**config.mk**
```make
export PLATFORM = sky130hd
export DESIGN_NAME = hex_display_bank
export DESIGN_NICKNAME = d
export VERILOG_FILES = /design/src/rtl/hex_display_bank.sv
export SDC_FILE = /design/constraint.sdc
export NUM_CORES = 1
export LEC_CHECK = 0
export BUFFER_PORTS_ARGS = -buffer_cell sky130_fd_sc_hd__buf_4
export CORE_UTILIZATION = 60
export CTS_CLUSTER_SIZE = 12
export DETAILED_ROUTE_END_ITERATION = 16
export PLACE_DENSITY = 0.81
export REMOVE_ABC_BUFFERS = 1
export SLEW_MARGIN = 20
export SYNTH_ARGS = -nofsm -noshare
export SYNTH_HDL_FRONTEND = slang
export SYNTH_SLANG_ARGS = --single-unit
```
**constraint.sdc**
```tcl
create_clock -name clk -period 2.9 [get_ports clk]
set_clock_uncertainty 0.15 [all_clocks]
set_input_delay 0.58 -clock clk [delete_from_list [all_inputs] [get_ports clk]]
set_output_delay 0.58 -clock clk [all_outputs]
set_load 0.02 [all_outputs]
```
**src/rtl/hex_display_bank.sv**
```systemverilog
// hex_display_bank: drives DIGITS active-low seven-segment digits from a binary value.
// The value is shown as hex, or as decimal after a WIDTH-cycle double-dabble conversion.
// The display can optionally blank leading zeros and blink. It shows dashes when the
// value does not fit in the available digits.
module hex_display_bank #(
  parameter int DIGITS    = 6,
  parameter int WIDTH     = 20,
  parameter int BLINK_DIV = 25000000
) (
  input  logic                  clk,
  input  logic                  resetn,
  input  logic [WIDTH-1:0]      num,
  input  logic                  load,
  input  logic                  mode,
  input  logic                  blank_lz,
  input  logic                  blink_en,
  output logic                  busy,
  output logic                  done,
  output logic [7*DIGITS-1:0]   HEX
);

  localparam int BCD_W = 4 * DIGITS;
  localparam int EXT_W = (WIDTH > BCD_W) ? WIDTH : BCD_W;
  localparam int CNT_W = $clog2(WIDTH + 1);
  localparam int BLK_W = (BLINK_DIV > 1) ? $clog2(BLINK_DIV) : 1;

  localparam logic [CNT_W-1:0] LAST_STEP = CNT_W'(WIDTH - 1);
  localparam logic [BLK_W-1:0] BLK_LAST  = BLK_W'(BLINK_DIV - 1);

  localparam logic [6:0] SEG_BLANK = 7'b1111111;
  localparam logic [6:0] SEG_DASH  = 7'b0111111;

  typedef enum logic {
    IDLE,
    CONV
  } state_t;

  // Segment pattern for one hex nibble, bit6..bit0 = g..a, active low.
  function automatic logic [6:0] seg7(input logic [3:0] v);
    logic [6:0] s;
    case (v)
      4'h0:    s = 7'b1000000;
      4'h1:    s = 7'b1111001;
      4'h2:    s = 7'b0100100;
      4'h3:    s = 7'b0110000;
      4'h4:    s = 7'b0011001;
      4'h5:    s = 7'b0010010;
      4'h6:    s = 7'b0000010;
      4'h7:    s = 7'b1111000;
      4'h8:    s = 7'b0000000;
      4'h9:    s = 7'b0010000;
      4'hA:    s = 7'b0001000;
      4'hB:    s = 7'b0000011;
      4'hC:    s = 7'b1000110;
      4'hD:    s = 7'b0100001;
      4'hE:    s = 7'b0000110;
      default: s = 7'b0001110;
    endcase
    return s;
  endfunction

  // Conversion state.
  state_t             state_q, state_d;
  logic [WIDTH-1:0]   bin_q, bin_d;
  logic [BCD_W-1:0]   bcd_q, bcd_d;
  logic [CNT_W-1:0]   step_q, step_d;
  logic               conv_ovf_q, conv_ovf_d;

  // Display state.
  logic [BCD_W-1:0]   disp_q, disp_d;
  logic               ovf_q, ovf_d;
  logic               valid_q, valid_d;
  logic               busy_q, busy_d;
  logic               done_q, done_d;

  // Blink state.
  logic [BLK_W-1:0]   blk_cnt_q, blk_cnt_d;
  logic               phase_q, phase_d;

  // Combinational helpers.
  logic [EXT_W-1:0]   num_ext;
  logic [BCD_W-1:0]   hex_disp;
  logic               hex_ovf;
  logic [BCD_W-1:0]   bcd_adj;
  logic [BCD_W-1:0]   bcd_step;
  logic               step_ovf;
  logic [3:0]         digit;
  logic [6:0]         seg;
  logic               nz_seen;

  // Hex capture: zero-extend to the digit span, and flag any bits beyond it.
  always_comb begin
    num_ext  = EXT_W'(num);
    hex_disp = num_ext[BCD_W-1:0];
    hex_ovf  = |(num_ext >> BCD_W);
  end

  // One double-dabble step: add 3 to every digit >= 5, then shift in the next binary bit.
  // A 1 leaving the top digit means the value no longer fits in DIGITS decimal places.
  always_comb begin
    bcd_adj = bcd_q;
    for (int i = 0; i < DIGITS; i++) begin
      if (bcd_adj[4*i +: 4] >= 4'd5) begin
        bcd_adj[4*i +: 4] = bcd_adj[4*i +: 4] + 4'd3;
      end
    end
    step_ovf = bcd_adj[BCD_W-1];
    bcd_step = {bcd_adj[BCD_W-2:0], bin_q[WIDTH-1]};
  end

  // Load acceptance and conversion sequencing.
  always_comb begin
    // NOTE: every target gets a default first so no path through the case infers a latch.
    state_d    = state_q;
    bin_d      = bin_q;
    bcd_d      = bcd_q;
    step_d     = step_q;
    conv_ovf_d = conv_ovf_q;
    disp_d     = disp_q;
    ovf_d      = ovf_q;
    valid_d    = valid_q;
    busy_d     = busy_q;
    done_d     = 1'b0;

    case (state_q)
      IDLE: begin
        if (load) begin
          if (mode) begin
            state_d    = CONV;
            bin_d      = num;
            bcd_d      = '0;
            step_d     = '0;
            conv_ovf_d = 1'b0;
            busy_d     = 1'b1;
          end else begin
            disp_d  = hex_disp;
            ovf_d   = hex_ovf;
            valid_d = 1'b1;
            done_d  = 1'b1;
          end
        end
      end
      CONV: begin
        // Loads are ignored here, so a request while busy is simply dropped.
        bin_d      = bin_q << 1;
        bcd_d      = bcd_step;
        conv_ovf_d = conv_ovf_q | step_ovf;
        step_d     = step_q + CNT_W'(1);
        if (step_q == LAST_STEP) begin
          disp_d  = bcd_step;
          ovf_d   = conv_ovf_q | step_ovf;
          valid_d = 1'b1;
          done_d  = 1'b1;
          busy_d  = 1'b0;
          state_d = IDLE;
        end
      end
      default: begin
        state_d = IDLE;
        busy_d  = 1'b0;
      end
    endcase
  end

  // Free-running blink divider: toggle the phase once every BLINK_DIV cycles.
  always_comb begin
    phase_d = phase_q;
    if (blk_cnt_q == BLK_LAST) begin
      blk_cnt_d = '0;
      phase_d   = ~phase_q;
    end else begin
      blk_cnt_d = blk_cnt_q + BLK_W'(1);
    end
  end

  // State registers; reset aborts any conversion and blanks the display.
  always_ff @(posedge clk or negedge resetn) begin
    if (!resetn) begin
      // NOTE: sequential state uses non-blocking assignments so all flops update together.
      state_q    <= IDLE;
      bin_q      <= '0;
      bcd_q      <= '0;
      step_q     <= '0;
      conv_ovf_q <= 1'b0;
      disp_q     <= '0;
      ovf_q      <= 1'b0;
      valid_q    <= 1'b0;
      busy_q     <= 1'b0;
      done_q     <= 1'b0;
      blk_cnt_q  <= '0;
      phase_q    <= 1'b1;
    end else begin
      state_q    <= state_d;
      bin_q      <= bin_d;
      bcd_q      <= bcd_d;
      step_q     <= step_d;
      conv_ovf_q <= conv_ovf_d;
      disp_q     <= disp_d;
      ovf_q      <= ovf_d;
      valid_q    <= valid_d;
      busy_q     <= busy_d;
      done_q     <= done_d;
      blk_cnt_q  <= blk_cnt_d;
      phase_q    <= phase_d;
    end
  end

  // Segment decode. Priority is blank (invalid or blink off), then dash (overflow),
  // then leading-zero blanking. The scan runs from the top digit down.
  always_comb begin
    nz_seen = 1'b0;
    digit   = '0;
    seg     = SEG_BLANK;
    HEX     = '1;
    for (int i = DIGITS - 1; i >= 0; i--) begin
      digit   = disp_q[4*i +: 4];
      nz_seen = nz_seen | (digit != 4'd0);
      if (!valid_q || (blink_en && !phase_q)) begin
        seg = SEG_BLANK;
      end else if (ovf_q) begin
        seg = SEG_DASH;
      end else if (blank_lz && !nz_seen && (i != 0)) begin
        seg = SEG_BLANK;
      end else begin
        seg = seg7(digit);
      end
      HEX[7*i +: 7] = seg;
    end
  end

  assign busy = busy_q;
  assign done = done_q;

endmodule

```
==> results.toml, run 1 <==
[placement]
placement.io_buffers = 69
dp_hpwl_microns = 10900
preCtsSetupSlack_ns = 0.117
place_congestion = 0.958

[sta]
finalMaxSlewViolations = 0
period_share_pct = 101
fin_crit_ns = 2.92
relSlewSlack_pct = 56.4
rsz0062_at_grt = "true"
finalSetupViolCount = 7
hold_violations = 0
worstMarginPinSlew_ns = 0.652
fmax_mhz = 342
fin_ws_ns = -0.0214

[layout]
area_growth_pct = 17.5
num_antenna_cells = 0
final_core_utilization_pct = 73.9
nets = 915
layout_commonest_cell = "nand2_1"
drive_gt1_share_pct = 18.1
final_cell_mix = "nand2_1, dfrtp_1, buf_4"

[grt]
grt_pass1_wl_microns = 25100
grt_start_max_net_pins = 56
grt_pass1_vias = 5377
antenna_found_initial = 0
overflow = 0
track_usage_pct = 27.5

[synth]
async_reset_ff_share_pct = 100
netlist_area_sq_um = 6580
synthCells = 761
yosys_warnings = 0
ys_ff_latch = 105
synthTopCellsByArea = "dfrtp_1, nand2_1, ha_1, o21ai_0, mux2i_1"
synth-edff-count = 0
synth-seq-area-share_pct = 39.9
syn_avg_cell_area_sq_um = 8.65
synth_top_cell_by_area = "dfrtp_1"
synth_top_cell_area_share_pct = 39.5
ys.flop_type = "dfrtp_1"
synth.distinct_cells = 50

[run_status]
run_status = "complete, but fails checks"
violations = "setup timing"

[cts]
tritoncts = "done"
cts.htree.levels = 3
clk_path_buf_depth = 2
cts_inserted_buffers = 9
cts_root_buffer = "clkbuf_8"
clk_latency_ns = 0.38
cts_sinks = 105
cts.clk_slew.worst_paths_ns = 0.11

[critical_path]
r2r_slack_ns = 0.84
end_kind = "output port"
worstPathMaxFanout = 6
worstPathArrival_ns = 2.19
critPathKind = "reg -> out"
required_ns = 2.17
start_kind = "flip-flop"

[detailed_routing]
drt_iter0_drc = 459
drt-met1-wl_microns = 6760
wl_per_cell_microns = 15.4
drc_errors = 0
drt_wl_total_microns = 15100
wl_met3_microns = 719
viasPerCell = 5.88
via_count = 5784
top_layer_used = "met4"
first_pass_iters = 5
ant_nets = 0
wl_met2_microns = 7350

[floorplan]
rows = 37
die_area_sq_um = 11400
die_y_microns = 107
io_pins = 70
start_util_pct = 62.9
die_w_microns = 107
core_area_sq_um = 10500

[pwr]
ir_drop_mv = 0.491
p_leak_uw = 0.00366
power_density_nw_per_um2 = 1020

[min_path]
worstHoldPathType = "reg -> reg"

[run]
drv_cap = 0
==> path summary, 6_finish.rpt <==
kind                                           end  cells after the start              startpoint
setup reg to reg           blk_cnt_q[12]$_DFF_PN0_                      6  blk_cnt_q[0]$_DFF_PN0_
setup / recovery                            HEX[8]                      8  disp_q[21]$_DFFE_PN0P_
hold reg to reg                valid_q$_DFFE_PN0P_                      1     valid_q$_DFFE_PN0P_
max in group asynchronous        state_q$_DFF_PN0_                      3                  resetn
hold / removal                 valid_q$_DFFE_PN0P_                      1     valid_q$_DFFE_PN0P_
min in group asynchronous    bcd_q[18]$_DFFE_PN0P_                      2                  resetn
==> through the flow <==
step	total power [uW]	setup TNS, ns	hold WS, ns	instances	cell area [sq um]
3_5_place_dp	6740	0	0.310	955	7340
2_1_floorplan	5250	-26.43	0.134	728	6450
6_report	7900	-0.0911	0.341	983	7740
5_1_grt	8550	-0.883	0.342	983	7740
3_3_place_gp	6520	0	0.293	955	7340
4_1_cts	7740	-0.0400	0.338	978	7640
==> where the power goes <==
part,leakage [uW],switching [uW],internal (uW)
Combinational,0.00224,2650,1910
Sequential,0.00132,526,1930
Clock,0.000100,555,336
Total,0.00366,3730,4180
==> state kept, by name, indices dropped and copies added (netlist names) <==
name        cells
bcd_q          24
bin_q          20
blk_cnt_q      25
busy            1
conv_ovf_q      1
disp_q         24
done            1
ovf_q           1
phase_q         1
state_q         1
step_q          5
valid_q         1
==> layer usage <==
metal | track usage [%] | vias up
met1 | 37.0 | 2779
met5 | 0 | -
met3 | 4.19 | 35
met4 | 9.69 | 0
met2 | 45.4 | 172
li1 | - | 2798
==> cell usage after synthesis, types with 2 or more instances <==
library cell	instances
nand3b_1	5
nand3_1	22
a22oi_1	11
a21boi_0	9
a21o_1	12
xnor2_1	23
clkbuf_1	26
buf_2	4
nand4_1	9
o211ai_1	22
nor2_1	47
nand2_1	169
ha_1	47
o21ai_0	78
a32oi_1	5
nand2b_1	22
xor2_1	15
o311ai_0	18
mux2i_1	21
and4_1	2
inv_1	38
buf_1	2
nor2b_1	4
a31oi_1	3
and3_1	3
o21a_1	2
a221oi_1	2
dfrtp_1	104
a21oi_1	14
or2_2	2
==> logic make-up (layout without fill, tap and decap cells) <==
kind of cell / after synthesis / in the layout / share of synthesized area (%)
buffers and inverters: 72 / 158 / 4.30
AND/OR/NAND/NOR: 295 / 295 / 20.2
flip-flops: 105 / 105 / 39.9
AO/OA/AOI/OAI: 182 / 182 / 18.0
adder cells (fa/ha/maj): 47 / 47 / 8.93
multiplexers: 22 / 22 / 3.54
XOR/XNOR: 38 / 38 / 5.06
==> area by class of cell <==
cell class | instances | area (sq um)
Clock inverter | 7 | 72.6
Inverter | 39 | 146
Sequential cell | 105 | 2630
Tap cell | 136 | 170
Fill cell | 771 | 2730
Multi-Input combinational cell | 584 | 3790
Clock buffer | 9 | 124
Timing Repair Buffer | 103 | 801
==> worst max-delay path, cell delays in order, from the launching register on <==
cell	delay, ns
dfrtp_1	0.40
inv_2	0.09
ha_4	0.14
and4bb_2	0.27
and4_4	0.27
and3_4	0.24
a31oi_4	0.12
o211ai_1	0.12
buf_4	0.17
==> repair_timing <==
action	CTS	global route
resized for setup	16	18
pin swaps	3	14
endpoints found under the setup margin	27	27
hold buffers	1	0
setup buffers	6	5
endpoints found under the hold margin	24	0
(Power assumes the default switching activity.)
==> run 2: changes to the inputs <==
CORE_ASPECT_RATIO = 0.5   (was not set)
CORE_UTILIZATION = 45   (was 60)
PLACE_DENSITY = not set   (was 0.81)
==> run 2 against run 1 <==
The run now ends clean. Core utilization shrank 17 points. Via count is 5.3% lower. Clock power grew 49%. Die area up 33%. Critical endpoint is now HEX[10].
==> results.toml, run 2 (synthesized netlist as in run 1, its figures left out) <==
[placement]
placement.io_buffers = 69
dp_hpwl_microns = 10800
place_congestion = 0.859

[critical_path]
timing.critical_path.to = "HEX[10]"
end_kind = "output port"
timing.rr.start = "step_q[0]$_DFFE_PN0P_"
critPathKind = "reg -> out"
reg2reg_depth = 8
worstSetupStartpoint = "disp_q[20]$_DFFE_PN0P_"
r2r-end = "disp_q[6]$_DFFE_PN0P_"
worstPathMaxFanout = 6
r2r_slack_ns = 0.61
start_kind = "flip-flop"
required_ns = 2.17
worstPathArrival_ns = 2.11

[sta]
fin_setup_tns_ns = 0
worstMarginPinSlew_ns = 0.725
period_share_pct = 97.8
fmax_mhz = 353
finalSetupViolCount = 0
finalMaxSlewViolations = 0
relSlewSlack_pct = 51.5
hold_violations = 0
fin_crit_ns = 2.84
rsz0062_at_grt = "true"

[floorplan]
die_w_microns = 173
die_area_sq_um = 15100
rows = 30
die_y_microns = 87.5
core_area_sq_um = 13900
start_util_pct = 47.3
io_pins = 70

[detailed_routing]
first_pass_iters = 6
viasPerCell = 5.28
drt_iter0_drc = 307
drc_errors = 0
via_count = 5479
wl_per_cell_microns = 14.6
drt_wl_total_microns = 15100
ant_nets = 0

[pwr]
p_leak_uw = 0.00370
p_clk_share_pct = 16.2
swShare_pct = 44.5
ir_drop_mv = 0.363
power_density_nw_per_um2 = 1050
pwr-share-seq_pct = 29.9
combPwrFrac_pct = 53.9
p_sw_uw = 3660
p_int_uw = 4570

[cts]
tritoncts = "done"
clk_latency_ns = 0.34
cts-hold-fix-buffers = 0
cts_inserted_buffers = 9
cts.clk_slew.worst_paths_ns = 0.07
clk_path_buf_depth = 2
cts.htree.levels = 3
cts_root_buffer = "clkbuf_16"
cts_sinks = 105

[run_status]
run_status = "finished, final reports clean"

[grt]
track_usage_pct = 20.6
grt_pass1_vias = 5219
grt_pass1_wl_microns = 25200
antenna_found_initial = 0
grt_start_max_net_pins = 65
overflow = 0

[layout]
area_growth_pct = 19.6
final_cell_mix = "nand2_1, dfrtp_1, buf_4"
drive_gt1_share_pct = 18.0
regMostFlops = "blk_cnt_q"
top_regs = "blk_cnt_q x25, bcd_q x24, disp_q x24"
final_core_utilization_pct = 56.5
layout_commonest_cell = "nand2_1"
num_antenna_cells = 0
nets = 913
largest_register_ffs = 25

[run]
drv_cap = 0

[min_path]
worstHoldPathType = "in -> async"
## run 2: worst min-delay path by stage
stage,from,to,cells past startpoint
final,resetn,blk_cnt_q[1]$_DFF_PN0_,1
after detailed placement,valid_q$_DFFE_PN0P_,valid_q$_DFFE_PN0P_,1
after CTS,resetn,blk_cnt_q[1]$_DFF_PN0_,1
after global routing,resetn,bcd_q[2]$_DFFE_PN0P_,1
after global placement,valid_q$_DFFE_PN0P_,valid_q$_DFFE_PN0P_,1
after floorplan,resetn,bcd_q[0]$_DFFE_PN0P_,0
## run 2: power by group through the flow
stage / combinational (uW) / clock [uW] / sequential, uW
after floorplan: 2760 / 0 / 2500
after global placement: 4230 / 0 / 2450
after detailed placement: 4310 / 0 / 2470
after CTS: 4370 / 1360 / 2450
after global routing: 4970 / 1430 / 2550
final: 4430 / 1330 / 2460
## run 2: per-layer routing
metal  GRT usage (%)  wire, microns  share of wire [%]  vias up
met5               0              0                  0        -
met4            4.59             99               0.66        0
met3            3.53            401                2.7       10
met2            36.0           7050                 47       70
met1            27.1           7550                 50     2619
li1                -              -                  -     2780
## run 2: area by class of cell
| cell class | instances | area, sq um |
|---|---|---|
| flip-flops and latches | 105 | 2630 |
| repair buffers | 101 | 771 |
| clock inverters | 7 | 103 |
| well taps | 192 | 240 |
| multi-input cells | 584 | 3750 |
| inverters | 39 | 146 |
| clock buffers | 9 | 225 |
| fillers | 1290 | 6050 |
## run 2: worst max-delay path, stage by stage, from the launching register on
cell and delay (ns):
dfrtp_1 0.39, inv_2 0.08, ha_4 0.13, and4bb_2 0.23, and4_4 0.24, and3_4 0.26
a31oi_4 0.13, o211ai_1 0.12, buf_4 0.17
## run 2: repair_timing
item | in CTS | in global routing
pin swaps | 5 | 3
setup endpoints to repair | 23 | 24
resized for setup | 15 | 13
buffers inserted | 2 | 4
endpoints found under the hold margin | 0 | 0
## run 2: stage by stage
step	power (uW)	hold slack [ns]	std cells	instance area, sq um	setup WS [ns]
final	8230	0.0607	1037	7870	0.0648
after global routing	8940	0.110	1037	7870	-0.0507
after CTS	8180	0.0836	1033	7810	0.0164
after detailed placement	6780	0.303	1015	7420	0.0910
after global placement	6690	0.292	1015	7420	0.116
after floorplan	5250	0.134	728	6450	-1.00
